<file path="src/rtl/up_down_counter_mod.sv">
// -----------------------------------------------------------------------------
// up_down_counter_mod
//
// Parametrised synchronous modulo-N up/down counter with count enable,
// direction select, parallel load (clamped into range) and a registered
// terminal-count pulse. This is the shared counter primitive for dividers,
// timers and address sequencers.
//
// Parameters
//   WIDTH    counter width in bits (>= 1)
//   MOD_VAL  modulus; q ranges over 0..MOD_VAL-1 (2 <= MOD_VAL <= 2**WIDTH)
//   RST_VAL  value placed on q by reset (< MOD_VAL)
//
// Ports
//   clk       in   1      clock, rising edge
//   rst       in   1      asynchronous reset, active-high
//   en        in   1      count enable, one step per edge while high
//   up_dn     in   1      direction: 1 = up, 0 = down
//   load      in   1      synchronous parallel load strobe (beats en)
//   load_val  in   WIDTH  value loaded when load = 1 (clamped to MOD_VAL-1)
//   q         out  WIDTH  current count, registered
//   tc        out  1      terminal-count pulse, registered; high in the cycle
//                         q shows the wrapped value
//
// Build option
//   UP_DOWN_COUNTER_SATURATE_EN  when defined, the counter saturates at the
//   range limits instead of wrapping; tc is raised on every enabled edge that
//   tries to move past a limit. Undefined (default) gives modulo wrap-around.
// -----------------------------------------------------------------------------
module up_down_counter_mod #(
    parameter int WIDTH   = 4,
    parameter int MOD_VAL = 16,
    parameter int RST_VAL = 0
) (
    input  logic             clk,
    input  logic             rst,
    input  logic             en,
    input  logic             up_dn,
    input  logic             load,
    input  logic [WIDTH-1:0] load_val,
    output logic [WIDTH-1:0] q,
    output logic             tc
);

    // Reject parameter sets that would let q leave its range.
    if (WIDTH < 1) begin : g_bad_width
        $error("up_down_counter_mod: WIDTH must be >= 1");
    end
    if (MOD_VAL < 2 || longint'(MOD_VAL) > (longint'(1) << WIDTH)) begin : g_bad_mod
        $error("up_down_counter_mod: MOD_VAL must lie in 2..2**WIDTH");
    end
    if (RST_VAL < 0 || RST_VAL >= MOD_VAL) begin : g_bad_rst
        $error("up_down_counter_mod: RST_VAL must lie in 0..MOD_VAL-1");
    end

    // Range comparisons are done one bit wider than q so that
    // MOD_VAL = 2**WIDTH is representable.
    localparam logic [WIDTH:0]   MOD_W = (WIDTH+1)'(MOD_VAL);
    localparam logic [WIDTH:0]   MAX_W = (WIDTH+1)'(MOD_VAL - 1);
    localparam logic [WIDTH-1:0] MAX_Q = WIDTH'(MOD_VAL - 1);
    localparam logic [WIDTH-1:0] RST_Q = WIDTH'(RST_VAL);

    logic [WIDTH-1:0] q_reg;
    logic [WIDTH-1:0] q_next;
    logic             tc_reg;
    logic             tc_next;
    logic [WIDTH:0]   q_ext;
    logic [WIDTH:0]   load_ext;

    assign q_ext    = {1'b0, q_reg};
    assign load_ext = {1'b0, load_val};

    always_ff @(posedge clk or posedge rst) begin
        if (rst) begin
            q_reg  <= RST_Q;
            tc_reg <= 1'b0;
        end else begin
            q_reg  <= q_next;
            tc_reg <= tc_next;
        end
    end

    // Priority: load over count enable; with neither, q holds and tc drops.
    always_comb begin
        q_next  = q_reg;
        tc_next = 1'b0;
        if (load) begin
            if (load_ext >= MOD_W) begin
                q_next = MAX_Q;
            end else begin
                q_next = load_val;
            end
        end else if (en) begin
            if (up_dn) begin
                if (q_ext == MAX_W) begin
`ifdef UP_DOWN_COUNTER_SATURATE_EN
                    q_next  = MAX_Q;
`else
                    q_next  = '0;
`endif
                    tc_next = 1'b1;
                end else begin
                    // q < MOD_VAL-1 here, so the increment cannot overflow WIDTH.
                    q_next = q_reg + WIDTH'(1);
                end
            end else begin
                if (q_reg == '0) begin
`ifdef UP_DOWN_COUNTER_SATURATE_EN
                    q_next  = '0;
`else
                    q_next  = MAX_Q;
`endif
                    tc_next = 1'b1;
                end else begin
                    q_next = q_reg - WIDTH'(1);
                end
            end
        end
    end

    assign q  = q_reg;
    assign tc = tc_reg;

endmodule
</file>
<file path="config.mk">
export PLATFORM = sky130hd
export DESIGN_NAME = up_down_counter_mod
export DESIGN_NICKNAME = d
export VERILOG_FILES = /design/src/rtl/up_down_counter_mod.sv
export SDC_FILE = /design/constraint.sdc
export NUM_CORES = 1
export LEC_CHECK = 0
export ABC_AREA = 1
export BUFFER_PORTS_ARGS = -buffer_cell sky130_fd_sc_hd__buf_2
export CAP_MARGIN = 0
export CORE_AREA = 2 2 39 41
export CTS_BUF_LIST = sky130_fd_sc_hd__clkbuf_8
export DETAILED_ROUTE_END_ITERATION = 16
export DIE_AREA = 0 0 41 43
export GPL_ROUTABILITY_DRIVEN = 0
export PLACE_DENSITY_LB_ADDON = 0.05
export SYNTH_ARGS = -nofsm -noshare
export SYNTH_HDL_FRONTEND = slang
export SYNTH_SLANG_ARGS = --single-unit
</file>
<file path="constraint.sdc">
create_clock -name clk -period 1.25 [get_ports clk]
set_input_delay 0.1875 -clock clk [delete_from_list [all_inputs] [get_ports clk]]
set_output_delay 0.1875 -clock clk [all_outputs]
set_load 0.02 [all_outputs]
</file>
==> results_dict.tcl <==
set metrics [dict create \
    h-tree-depth 1 \
    drv_cap 0 \
    cts_made_buffers 3 \
    holdWs_ns 0.214 \
    yosysTopAreaCellShare 0.332 \
    groute.usage.overall 0.136 \
    fmax_ghz 0.861 \
    slew_headroom 0.782 \
    grt-ovfl-total 0 \
    antenna_left 0 \
    hold_viol_final 0 \
    worstPathMaxFanout 9 \
    cp.required_ns 1.06 \
    antenna_found_initial 0 \
    critPathMaxStageDelay_ns 0.52 \
    postPlaceCellArea_um2 468 \
    hp-class "in -> reg" \
    cp-end-kind "output pin" \
    ctsLongestPathBuffers 2 \
    cts_tree "yes" \
    period_share 0.929 \
    ys_warn_count 0 \
    start_util 0.272 \
    viasPerCell 4.61 \
    drcViolationCount 0 \
    dp.cells 82 \
    multi_input_area_um2 224 \
    netlist_instances 52 \
    finalSetupViolCount 0 \
    die_w_um 41 \
    clkPwrFrac 0.395 \
    num_rows 14 \
    final-seq-area_um2 128 \
    nNetsFinal 84 \
    worstPathArrival_ns 0.97 \
    ioPinCount 14 \
    drt_wl_total_um 992 \
    drt_first_pass_iters 4 \
    synth_cell_types 17 \
    skew_ns 0.0000875 \
    cts_root_buffer "clkbuf_8" \
    vias 406 \
    pre_cts_ws_ns 0.0189 \
    postLayoutSetupSlackWorst_ns 0.0884 \
    area_growth_pct 46.5 \
    maxSlewViolCount 0 \
    grt_pass1_wl_mm 1.59 \
    dp_hpwl_um 798 \
    status "complete, no violations" \
    largest_reg_flops 4 \
    crit_path_top_delay_cell "dfrtp_1" \
    critical_path_class "reg -> out" \
    die_h_um 43 \
    drtIter0Drc 16 \
    finalNonFillerCells 88 \
    antenna_cells 0 \
    fillCellCount 146 \
    p_per_area_nw_per_um2 1300 \
    synth-seq-area-share 0.332 \
    r2r_slack_ns 0.09 \
    synth_fp_nets 63 \
    yosysTopAreaCell "dfrtp_1" \
    p_total_mw 0.719 \
    period_needed_ns 1.16 \
    ys_ff_latch 5 \
    syn_avg_cell_area_um2 7.24 \
    leakage_nw 0.298 \
    path_cells "buf_2" \
    wl_per_cell_um 11.3 \
    die_area_um2 1760 \
    coreArea_um2 1380 \
    peakVddDrop_mv 0.452 \
    path_delay_family "flip-flops" \
    start_kind "flop" \
    fin_area_um2 552 \
    clkSinkCount 5 \
    p_int_mw 0.488 \
    portBuffers 13 \
    grt_max_degree 10 \
    power_frac_seq 0.300 \
    p_comb_frac 0.305 \
    clk_pin_slew_ns 0.03 \
    switching_share 0.321 \
    netlist_top_cells_area "dfrtp_1 33%, nand2_1 13%, inv_1 9.0%" \
    synth_area_um2 377 \
    layout-drive-gt1-share 0.403 \
    worstPathBufferInverterCount 1 \
    clk_latency_ns 0.22 \
    p_switching_mw 0.231 \
    first_global_vias 366 \
    tightest_slew_ns 0.326 \
]
-- worst paths after layout --
path                             start   end  cells past startpoint
min reg2reg                       q[0]  q[0]                      3
max                               q[3]  q[3]                      1
min in group asynchronous          rst    tc                      3
max in group asynchronous          rst  q[1]                      3
min                        load_val[1]  q[1]                      3
max reg2reg                       q[2]  q[3]                      7
-- power by group through the flow --
stage | combinational, mW | sequential, mW | clock, mW
3_3_place_gp | 0.197 | 0.216 | 0
2_1_floorplan | 0.112 | 0.230 | 0
5_1_grt | 0.252 | 0.219 | 0.308
6_report | 0.219 | 0.215 | 0.284
4_1_cts | 0.199 | 0.214 | 0.290
3_5_place_dp | 0.196 | 0.215 | 0
-- metrics by stage --
step	utilization	setup TNS (ns)
after floorplan	-	0
after global placement	0.338	-0.000386
after detailed placement	0.338	0
after CTS	0.378	0
after global routing	0.399	-0.0470
final	0.399	0
-- worst min-delay path, stage by stage --
cell and delay, ns:
buf_2 0.08, nand2_1 0.04, o211ai_1 0.08
-- cell families after synthesis --
group | synth area share
XOR/XNOR | 0.0465
adder cells (fa/ha/maj) | 0.0664
AND/OR/NAND/NOR | 0.269
AO/OA/AOI/OAI | 0.156
buffers and inverters | 0.130
flip-flops | 0.332
-- area by class of cell --
cell class,instances,share of cell area
clock buffer,3,0.0748
clock inverter,1,0.00680
inverter,10,0.0680
multi-input combinational,36,0.406
sequential,5,0.231
tap,16,0.0363
timing repair buffer,17,0.177
-- metal layers --
metal / GRT usage / routed length (um) / part of all wire
met1: 0.175 / 443 / 0.45
met2: 0.188 / 441 / 0.44
met3: 0.0157 / 90 / 0.091
met4: 0.120 / 16 / 0.016
met5: 0 / 0 / 0
-- cell usage in the layout, fill, tap and decap left out --
cell,netlist,routed
nand2_1,13,13
buf_2,0,13
inv_1,9,7
nand3_1,5,5
inv_2,1,4
nand4_1,3,3
a22oi_1,3,3
clkbuf_8,0,3
buf_4,0,3
dfrtp_1,5,3
xor2_1,2,2
dfrtp_2,0,2
nor3_2,0,1
nor2_1,1,1
o21ai_1,1,1
a21oi_2,1,1
o211ai_1,1,1
a21oi_1,1,1
o21ai_2,0,1
o21ai_0,2,1
ha_4,0,1
ha_1,2,1
dlygate4sd3_1,0,1
-- repair_timing --
item / in CTS / in global routing
hold endpoints to repair: 5 / 0
buffers inserted: 0 / 1
endpoints found under the setup margin: 0 / 4
gates resized for setup: 0 / 5
hold buffers: 1 / 0
-- synth_stat cells --
library cell and n:
o21ai_0 2, nor3_1 1, buf_6 1, nand2_1 13, nand4_1 3, ha_1 2, nor2_1 1, inv_2 1
a22oi_1 3, xor2_1 2, nand3_1 5, o211ai_1 1, a21oi_2 1, dfrtp_1 5, o21ai_1 1, a21oi_1 1
inv_1 9
Note: power is estimated with default switching activity, not from simulation.
